File: config.mk
export PLATFORM = sky130hd
export DESIGN_NAME = mem_arbiter
export DESIGN_NICKNAME = d
export VERILOG_FILES = /design/src/rtl/mem_arbiter.sv
export SDC_FILE = /design/constraint.sdc
export NUM_CORES = 1
export LEC_CHECK = 0
export CAP_MARGIN = 20
export CELL_PAD_IN_SITES_DETAIL_PLACEMENT = 1
export CELL_PAD_IN_SITES_GLOBAL_PLACEMENT = 2
export CORE_MARGIN = 3
export CORE_UTILIZATION = 14
export DETAILED_ROUTE_END_ITERATION = 12
export PLACE_DENSITY_LB_ADDON = 0.1
export SETUP_SLACK_MARGIN = 0.4
export SYNTH_ARGS = -nofsm -noshare
export SYNTH_HDL_FRONTEND = slang
export SYNTH_SLANG_ARGS = --single-unit
File: constraint.sdc
create_clock -name clk -period 2.2 [get_ports clk]
set_clock_uncertainty 0.1 [all_clocks]
set_input_delay 0.22 -clock clk [delete_from_list [all_inputs] [get_ports clk]]
set_output_delay 0.22 -clock clk [all_outputs]
set_load 0.02 [all_outputs]
File: src/rtl/mem_arbiter.sv
// mem_arbiter: two-requester arbiter in front of a single-port word memory.
//
// Round-robin between requester 0 and 1 while idle; a requester that sets
// req_lockN on an accepted transaction keeps exclusive ownership until it
// issues a transaction with req_lockN = 0, or until it has left the bus idle
// for LOCK_MAX consecutive cycles (forced release, lock_timeout pulse).
//
// Handshake: a requester holds req_validN and its payload stable until it
// sees gntN = 1 in the same cycle; that cycle the transaction is accepted
// and its response (resp_validN pulse, rdata, err) appears one cycle later.
// gntN is combinational from the request inputs and never depends on a
// response being consumed, so one transaction per cycle is possible.
//
// Optional feature: define MEM_ARB_ADDR_CHECK_EN to flag misaligned or
// out-of-range addresses (write suppressed, read data 0, resp_err = 1).
//
// Parameters:
//   MEM_AW    implemented byte-address width (addr[MEM_AW-1:2] is the word)
//   LOCK_MAX  idle locked cycles before a forced release
// Ports:
//   clk, reset                     clock, synchronous active-high reset
//   req_valid/wr/lock/addr/wdataN  requester N transaction
//   gntN                           combinational accept
//   resp_validN/rdataN/errN        registered completion
//   lock_timeout                   registered pulse on forced release
//   data_addr/data_in/wr_en        memory request (from the granted requester)
//   data_out                       combinational memory read data
//   dbg_state                      FSM state (0 IDLE, 1 LOCK0, 2 LOCK1)
module mem_arbiter #(
  parameter int MEM_AW   = 14,
  parameter int LOCK_MAX = 16
) (
  input  logic        clk,
  input  logic        reset,
  input  logic        req_valid0,
  input  logic        req_valid1,
  input  logic        req_wr0,
  input  logic        req_wr1,
  input  logic        req_lock0,
  input  logic        req_lock1,
  input  logic [31:0] req_addr0,
  input  logic [31:0] req_addr1,
  input  logic [31:0] req_wdata0,
  input  logic [31:0] req_wdata1,
  output logic        gnt0,
  output logic        gnt1,
  output logic        resp_valid0,
  output logic        resp_valid1,
  output logic [31:0] resp_rdata0,
  output logic [31:0] resp_rdata1,
  output logic        resp_err0,
  output logic        resp_err1,
  output logic        lock_timeout,
  output logic [31:0] data_addr,
  output logic [31:0] data_in,
  output logic        wr_en,
  input  logic [31:0] data_out,
  output logic [1:0]  dbg_state
);

  typedef enum logic [1:0] {
    IDLE  = 2'd0,
    LOCK0 = 2'd1,
    LOCK1 = 2'd2
  } state_t;

  localparam int CNT_W = $clog2(LOCK_MAX + 1);

  state_t           state_q, state_d;
  logic             rr_q, rr_d;
  logic [CNT_W-1:0] lock_cnt_q, lock_cnt_d;
  logic             timeout_d;
  logic             err0, err1;
  logic             gnt_wr, gnt_err;
  logic [31:0]      rdata_d;

  // Address error flags per requester.
`ifdef MEM_ARB_ADDR_CHECK_EN
  assign err0 = (req_addr0[1:0] != 2'b00) || (|(req_addr0 >> MEM_AW));
  assign err1 = (req_addr1[1:0] != 2'b00) || (|(req_addr1 >> MEM_AW));
`else
  assign err0 = 1'b0;
  assign err1 = 1'b0;
`endif

  // Grant selection and next-state logic.
  always_comb begin
    gnt0       = 1'b0;
    gnt1       = 1'b0;
    state_d    = state_q;
    rr_d       = rr_q;
    lock_cnt_d = lock_cnt_q;
    timeout_d  = 1'b0;
    if (!reset) begin
      unique case (state_q)
        LOCK0:   gnt0 = req_valid0;
        LOCK1:   gnt1 = req_valid1;
        default: begin
          if (req_valid0 && req_valid1) begin
            gnt0 = ~rr_q;
            gnt1 = rr_q;
          end else begin
            gnt0 = req_valid0;
            gnt1 = req_valid1;
          end
        end
      endcase

      if (gnt0) begin
        rr_d       = 1'b1;
        lock_cnt_d = '0;
        state_d    = req_lock0 ? LOCK0 : IDLE;
      end else if (gnt1) begin
        rr_d       = 1'b0;
        lock_cnt_d = '0;
        state_d    = req_lock1 ? LOCK1 : IDLE;
      end else if (state_q != IDLE) begin
        // This is the LOCK_MAX-th consecutive idle locked cycle: release.
        // A grant in the same cycle takes the branches above instead.
        if (lock_cnt_q == CNT_W'(LOCK_MAX - 1)) begin
          state_d    = IDLE;
          lock_cnt_d = '0;
          timeout_d  = 1'b1;
          rr_d       = (state_q == LOCK0);
        end else begin
          lock_cnt_d = lock_cnt_q + 1'b1;
        end
      end
    end
  end

  // Memory request mux from the granted requester.
  always_comb begin
    data_addr = '0;
    data_in   = '0;
    gnt_wr    = 1'b0;
    gnt_err   = 1'b0;
    if (gnt0) begin
      data_addr = req_addr0;
      data_in   = req_wdata0;
      gnt_wr    = req_wr0;
      gnt_err   = err0;
    end else if (gnt1) begin
      data_addr = req_addr1;
      data_in   = req_wdata1;
      gnt_wr    = req_wr1;
      gnt_err   = err1;
    end
    wr_en   = gnt_wr && !gnt_err;
    rdata_d = (gnt_wr || gnt_err) ? 32'h0 : data_out;
  end

  always_ff @(posedge clk) begin
    if (reset) begin
      state_q      <= IDLE;
      rr_q         <= 1'b0;
      lock_cnt_q   <= '0;
      lock_timeout <= 1'b0;
      resp_valid0  <= 1'b0;
      resp_valid1  <= 1'b0;
      resp_rdata0  <= 32'h0;
      resp_rdata1  <= 32'h0;
      resp_err0    <= 1'b0;
      resp_err1    <= 1'b0;
    end else begin
      state_q      <= state_d;
      rr_q         <= rr_d;
      lock_cnt_q   <= lock_cnt_d;
      lock_timeout <= timeout_d;
      resp_valid0  <= gnt0;
      resp_valid1  <= gnt1;
      // rdata/err hold their value between completions.
      if (gnt0) begin
        resp_rdata0 <= rdata_d;
        resp_err0   <= gnt_err;
      end
      if (gnt1) begin
        resp_rdata1 <= rdata_d;
        resp_err1   <= gnt_err;
      end
    end
  end

  assign dbg_state = state_q;

endmodule

After elaboration in Yosys (flattened, before gate mapping)
Cells that the tools add are included.
{ "word_totals": {"input_bits": 168, "register_bits": 75, "wordCells": 48} }
{ "op_classes": {"addsub": 1, "n_eq_ne": 3, "reduce_logical": 7, "bitwise": 2, "n_mux": 27} }
{ "ops": {"columns": ["operator", "n"], "rows": [
  ["$mux W32", 5],
  ["$mux W1", 14],
  ["$mux W2", 5],
  ["$reduce_bool A3 Y1", 2],
  ["$add A5 B1 Y5 const B", 1],
  ["$eq A5 B4 Y1 const B", 1],
  ["$mux W5", 1],
  ["$pmux W1 S2", 2],
  ["$reduce_or A4 Y1", 1],
  ["$reduce_or A3 Y1", 1],
  ["$eq A2 B1 Y1 const B", 1],
  ["$eq A2 B2 Y1 const B", 1],
  ["$not A1 Y1", 2],
  ["$reduce_and A2 Y1", 1],
  ["$reduce_bool A2 Y1", 1],
  ["$logic_and A1 B1 Y1", 1]
]} }

Depth between registers and ports, before layout
Gate-level depths: netlist of run 1.
{ "depth": {"ltp_word": 8, "ltp_mapped": 9, "depth_no_buf": 6} }

Worst setup path before layout of run 1
Ideal clock, no wire load.
{ "synth_path": {"path_type": "flip-flop to output port", "startpoint": "register state_q[0] (netlist: dbg_state[0])", "endpoint": "output data_addr[11]", "t_required_ns": 1.880, "setup_slack_ns": -0.224, "stages_incl_launch_ff": 9, "arrival_ns": 2.104, "path_cell_list": "dfxtp_1 inv_1 ha_1 nand3b_1 and3_1 buf_2 clkbuf_1 a22oi_1 nor2_1"} }
{ "synth_via": {"elab_chain_cells": 6, "elab_cells_between_ends": 10, "cone_classes": "eq/ne: 2; mux: 8"} }
{ "synth_rtl": {"columns": ["item", "line", "source"], "rows": [
  ["from (decl)", "69", "state_t state_q, state_d;"],
  ["from (signal assigned)", "166", "state_q <= state_d;"],
  ["$eq A2 B2 Y1 / $eq A2 B1 Y1 (equally long branches)", "95", "unique case (state_q)"],
  ["$pmux W1 S2", "95", null],
  ["$mux W1 (2 in a row)", "94", "if (!reset) begin"],
  ["$mux W32", "143", "end else if (gnt1) begin"],
  ["$mux W32 (*)", "138", "if (gnt0) begin"],
  ["to (decl)", "54", "output logic [31:0] data_addr,"]
]} }
Every way passes the cells marked *; elsewhere a longest branch is shown, timed or not. The select of a mux whose other input is x is not followed.

Final worst setup path of run 1
{ "layout_path": {"startpoint": "register state_q[0] (netlist: dbg_state[0])", "endpoint": "output data_in[25]"} }
{ "layout_via": {"elab_chain_cells": 6, "elab_cells_between_ends": 10, "cone_classes": "eq/ne: 2; mux: 8"} }
{ "layout_rtl": {"columns": ["item", "line", "source"], "rows": [
  ["$eq A2 B2 Y1 / $eq A2 B1 Y1 (equally long branches)", "95", null],
  ["$pmux W1 S2", "95", null],
  ["$mux W1 (2 in a row)", "94", null],
  ["$mux W32", "143", null],
  ["$mux W32 (*)", "138", null],
  ["to (decl)", "55", "output logic [31:0] data_in,"]
]} }
Marks and branches as above.

==> results.yml, run 1 <==
outcome:
  status: "complete, but fails checks"
  violations: "setup timing"
layout:
  final_area_um2: 9770
  drive_gt1_share_pct: 45.2
  layout.cells.non_filler: 1208
  fin_nets: 1039
  nFillCells: 2924
  areaGrowthSynthToFinish_pct: 158
synthesis:
  yosysSeqAreaShare_pct: 39.6
  yosys.area.top_type: "dfxtp_1"
  yosysMostFrequentCell: "dfxtp_1"
  async_flop_share_pct: 0
  yosys_warnings: 0
  avgSynthCellArea_um2: 7.54
  synth-seq-cells: 75
  yosysTopAreaCellShare_pct: 39.6
  ys_types: 32
  synthTopCellsByArea: "dfxtp_1 (40%), a22oi_1 (13%), a21oi_1 (8.7%)"
  yosys-top-cells-count: "dfxtp_1 (75), nor2_1 (74), nand2_1 (67)"
  netlist_area_um2: 3790
  synth_ff_type: "dfxtp_1"
  syn_inst: 503
  synth_edf_count: 0
grt:
  grt_pass1_wl_um: 35900
  track_usage_pct: 16.4
  grt_util_met1_pct: 16.7
  grt_start_max_net_pins: 47
  met2_usage_pct: 30.7
  grt_pass1_vias: 5836
  grt_antenna_before_repair: 1
  grt_overflow: 0
  busiest_layer: "met2"
  use_met3_pct: 6.77
run:
  maxCapViolations: 0
critical_path:
  r2r_cells: 11
  crit_type: "reg -> out"
  path_depth: 8
  cp_top_family: "compound AO/OA/AOI/OAI gates"
  crit_path_max_incr_delay_ns: 0.43
  cp_cell_sequence: "inv_4, ha_4, nor2b_4, o311a_4, buf_8, a22oi_2, nor2_4, clkdlybuf4s15_2"
  arrival_ns: 2.27
  end_kind: "output pin"
  timing.rr.start: "dbg_state[0]"
  crit_fanout: 15
  cp_slowest_cell: "o311a_4"
  critPathBufInv: 3
  rrSetupSlack_ns: -0.24
  cp-start-kind: "register"
  timing.rr.end: "lock_cnt_q[3]"
  crit_required_ns: 1.88
route:
  drtIter0Drc: 148
  ant_nets: 0
  drc: 0
  vias: 5382
  vias_per_cell: 4.46
  drt-total-wl_um: 25300
  first_pass_iters: 4
  wl_per_cell_um: 21.0
cts:
  path_clk_slew_ns: 0.06
  cts_root_buffer: "clkbuf_16"
  clkLatencyLatePin_ns: 0.34
  cts.sinks: 75
  numCtsBuffers: 9
  ctsHtreeMaxLevel: 3
  cts_tree: "done"
  cts_buffer_depth: 2
floorplanning:
  core_um2: 26400
  initial_core_util_pct: 14.4
  io_pins: 306
  die_width_um: 171
  fp.dieArea_um2: 29100
  core.rowCount: 59
  die-height_um: 171
power_and_ir_drop:
  leakagePower_uw: 0.00353
  p_per_area_nw_per_um2: 584
  peakVddDrop_uv: 335
timing:
  fin_crit_ns: 2.59
  hold_violations: 0
  rsz0062_at_grt: "yes"
  slew_headroom_pct: 56.6
  slew_viol_final: 0
  fmax_mhz: 385
  tightest_slew_ns: 0.650
  whs_ns: 0.350
  post-route-period-util_pct: 118
  setup_viol: 92
  setup_ws_ns: -0.395
min_path:
  min_to: "resp_rdata0[19]"
  hold_path.class: "reg -> reg"
  hp-start: "resp_rdata0[19]"
  holdPathStages: 2
placement:
  dpl_cell_area_um2: 7960
  io_buffers: 303
  routabilityCongestion: 0.824
  hpwl_um: 17700
  dp_cells: 1130
worst register-to-register path: stages, from the launching register on:
cell and delay (ns):
dfxtp_4 0.36, inv_4 0.04, ha_4 0.26, nand3b_1 0.18, and3_4 0.19, buf_12 0.14
buf_8 0.13, buf_6 0.11, buf_8 0.11, buf_12 0.12, or3_4 0.43, nor3_4 0.19
logic make-up (layout without fill, tap and decap cells):
logic type,count (synthesis),in the layout,synth area share [%]
buffers and inverters,59,427,6.24
and+or+nand+nor,223,223,28.5
muxes,2,2,0.561
adders and majority gates,4,4,1.32
xor gates and xnor gates,3,3,0.693
other,1,3,0.0989
DFF,75,75,39.6
AOI/OAI and AO/OA,136,136,23.0
where the power goes:
group / switching, uW / leakage [uW] / internal [uW]
combinational: 1240 / 0.00277 / 1450
clock: 623 / 0.000149 / 910
sequential: 49.8 / 0.000612 / 1430
timing repair:
action | 4_1_cts | 5_1_grt
cloned | 10 | 4
setup endpoints to repair | 142 | 144
hold buffers | 0 | 0
resized for setup | 387 | 112
setup buffers | 28 | 19
pin swaps | 60 | 45
area by class of cell:
class,count,area (um^2),share of cell area [%]
Clock inverter,6,62.6,0.640
Sequential cell,75,1510,15.4
Multi-Input combinational cell,370,2980,30.5
Inverter,4,20.0,0.205
Antenna cell,1,2.50,0.0256
Timing Repair Buffer,407,4550,46.5
Clock buffer,10,239,2.44
Tap cell,335,419,4.29
worst max path at each step:
stage | start | end | slack (ns)
floorplan | dbg_state[1] | data_addr[12] | 0.21
global placement | dbg_state[0] | data_addr[13] | -0.42
detailed placement | req_valid0 | data_in[28] | -0.46
CTS | dbg_state[0] | data_addr[17] | -0.41
global route | dbg_state[0] | data_in[25] | -0.46
finish | dbg_state[0] | data_in[25] | -0.39
per-layer routing:
| layer | up-vias | wire length (um) |
|---|---|---|
| li1 | 2531 | - |
| met1 | 2624 | 9030 |
| met2 | 208 | 13500 |
| met3 | 19 | 2420 |
| met4 | 0 | 345 |
| met5 | - | 0 |
cells in the final DEF (no fill, tap or decap), types with 3 or more instances in the layout:
master / netlist / layout
nor2_2: 0 / 53
nor2_1: 74 / 4
a21oi_2: 0 / 25
nand4_1: 34 / 34
clkbuf_16: 0 / 13
clkdlybuf4s15_2: 0 / 5
buf_12: 0 / 20
nand3b_1: 33 / 33
dfxtp_1: 75 / 73
nand2_1: 67 / 45
buf_4: 2 / 34
a22oi_2: 0 / 64
clkdlybuf4s50_1: 0 / 233
buf_16: 0 / 11
buf_2: 6 / 7
nor2_4: 0 / 17
a21oi_1: 66 / 40
buf_6: 0 / 82
buf_8: 0 / 7
nand2_2: 0 / 13
inv_4: 0 / 3
nand2_4: 0 / 9
per-stage QoR:
step	setup TNS [ns]	setup slack, ns	power (uW)	utilization [%]
6_report	-23.12	-0.395	5710	37.1
5_1_grt	-30.31	-0.463	6000	37.1
4_1_cts	-17.65	-0.408	5580	35.1
3_5_place_dp	-26.85	-0.456	3500	30.2
3_3_place_gp	-24.01	-0.420	3480	30.2
2_1_floorplan	0	0.215	2540	-
sequential cells by signal, summed over array words and instances, names as in the netlist:
name	cells
resp_valid1	1
resp_rdata1	32
resp_valid0	1
resp_rdata0	32
dbg_state	2
lock_timeout	1
lock_cnt_q	5
rr_q	1
Power figures use the tool's default switching activity.
==> run 2: changes to the inputs <==
--- a/config.mk
+++ b/config.mk
@@ -9,7 +9,8 @@
 export CELL_PAD_IN_SITES_DETAIL_PLACEMENT = 1
 export CELL_PAD_IN_SITES_GLOBAL_PLACEMENT = 2
 export CORE_MARGIN = 3
-export CORE_UTILIZATION = 14
+export CORE_UTILIZATION = 15
+export CTS_BUF_LIST = sky130_fd_sc_hd__clkbuf_8
 export DETAILED_ROUTE_END_ITERATION = 12
 export PLACE_DENSITY_LB_ADDON = 0.1
 export SETUP_SLACK_MARGIN = 0.4
==> results.yml, run 2 (same netlist as run 1, synthesis figures left out) <==
route:
  first_pass_iters: 4
  drt-met1-wl_um: 9270
  wl_met3_um: 2590
  vias: 5489
  highest_layer: "met4"
  drc: 0
  drt-total-wl_um: 26800
  wl_met2_um: 14400
  vias_per_cell: 4.60
  drtIter0Drc: 153
  wl_per_cell_um: 22.5
  ant_nets: 0
power_and_ir_drop:
  peakVddDrop_uv: 253
  leakagePower_uw: 0.00350
  power_uw: 5330
  p_per_area_nw_per_um2: 550
timing:
  fin_tns_setup_ns: -26.48
  rsz0062_at_grt: "yes"
  post-route-period-util_pct: 117
  setup_ws_ns: -0.370
  slew_viol_final: 0
  hold_violations: 0
  setup_viol: 105
  fin_crit_ns: 2.57
  fmax_mhz: 389
critical_path:
  critPathBufInv: 4
  end_kind: "output pin"
  timing.rr.end: "resp_rdata0[27]"
  crit_top_cell: "buf_6"
  timing.rr.start: "dbg_state[0]"
  crit_path_max_incr_delay_ns: 0.40
  critPathLaunch: "dbg_state[0]"
  rrSetupSlack_ns: -0.34
  crit_type: "reg -> out"
  cp_top_family: "compound AO/OA/AOI/OAI gates"
  r2r_cells: 15
  crit_fanout: 7
  cp_cell_sequence: "inv_4, ha_4, nor2b_4, o311a_4, buf_16, buf_6, a22oi_2, nor2_2, buf_6"
  cp-start-kind: "register"
  crit_required_ns: 1.88
  cp_slowest_cell: "o311a_4"
  arrival_ns: 2.25
placement:
  dp_cells: 1113
  routabilityCongestion: 0.800
  io_buffers: 303
  hpwl_um: 17400
  dpl_cell_area_um2: 7990
cts:
  cts_root_buffer: "clkbuf_8"
  ctsHtreeMaxLevel: 3
  cts.sinks: 75
  clkLatencyLatePin_ns: 0.35
  path_clk_slew_ns: 0.07
  cts_buffer_depth: 2
  cts_tree: "done"
  numCtsBuffers: 9
layout:
  areaGrowthSynthToFinish_pct: 155
  top_regs: "resp_rdata0 x32, resp_rdata1 x32, lock_cnt_q x5"
  layout_common_cells: "clkdlybuf4s50_1 (233), buf_6 (78), dfxtp_1 (73)"
  final_common_cell: "clkdlybuf4s50_1"
  final_area_um2: 9690
  layout.cells.non_filler: 1193
  drive_gt1_share_pct: 42.2
  fin_nets: 1035
floorplanning:
  io_pins: 306
  core_um2: 24600
  initial_core_util_pct: 15.4
  die_width_um: 165
  core.rowCount: 57
  die-height_um: 165
  fp.dieArea_um2: 27200
outcome:
  status: "complete, but fails checks"
  violations: "setup timing"
min_path:
  min_to: "rr_q"
  hp-start: "reset"
  holdPathStages: 3
  hold_path.class: "in -> reg"
grt:
  grt_antenna_before_repair: 1
  track_usage_pct: 17.2
  grt_pass1_vias: 5949
  grt_overflow: 0
  grt_pass1_wl_um: 35100
  grt_start_max_net_pins: 69
run:
  maxCapViolations: 0
## run 2: cell types whose count changed in the layout (fill, tap and decap cells not counted), sizes merged
| cell | before | now |
|---|---|---|
| o311a | 2 | 3 |
| bufbuf | 0 | 2 |
| a31o | 1 | 2 |
| and3 | 1 | 2 |
| buf | 161 | 148 |
| clkinvlp | 1 | 0 |
| diode | 1 | 2 |
| clkdlybuf4s15 | 5 | 0 |
| clkbuf | 16 | 25 |
## run 2: routing by layer
metal / GRT usage [%] / up-vias
met4: 5.64 / 0
met2: 31.8 / 229
met3: 7.20 / 35
met1: 17.5 / 2690
met5: 0 / -
li1: - / 2535
## run 2: repair_timing
| item | 4_1_cts | 5_1_grt |
|---|---|---|
| cloned | 10 | 21 |
| hold buffers | 0 | 0 |
| buffers inserted | 15 | 17 |
| pin swaps | 33 | 117 |
| endpoints found under the setup margin | 142 | 144 |
| resized for setup | 356 | 130 |
## run 2: worst max path at each step
stage,end,slack [ns],depth (start not counted)
2_1_floorplan,data_addr[12],0.21,8
3_3_place_gp,data_addr[0],-0.38,7
3_5_place_dp,data_in[10],-0.41,8
4_1_cts,data_addr[12],-0.47,8
5_1_grt,data_in[31],-0.44,10
6_report,data_addr[17],-0.37,9
## run 2: worst min-delay path, cell delays in order
cell,delay [ns]
buf_6,0.21
nor2_4,0.17
a21o_1,0.09
## run 2: layout make-up
cell class	count	area (um^2)
fill	2774	14900
timing repair buffer	400	4630
multi-input combinational	373	2920
sequential	75	1510
tap	324	405
clock buffer	10	138
clock inverter	5	53.8
inverter	4	20.0
antenna	2	5.00
## run 2: metrics by stage
step	hold slack, ns	util (%)	worst slack, ns
4_1_cts	0.279	35.4	-0.467
2_1_floorplan	0.246	-	0.215
3_3_place_gp	0.336	32.5	-0.382
3_5_place_dp	0.345	32.5	-0.408
6_report	0.290	39.4	-0.370
5_1_grt	0.318	39.4	-0.441
## run 2: power breakdown
group	internal, uW	leakage (uW)	switching [uW]
Combinational	1490	0.00278	1280
Sequential	1430	0.000612	47.0
Clock	546	0.000104	529
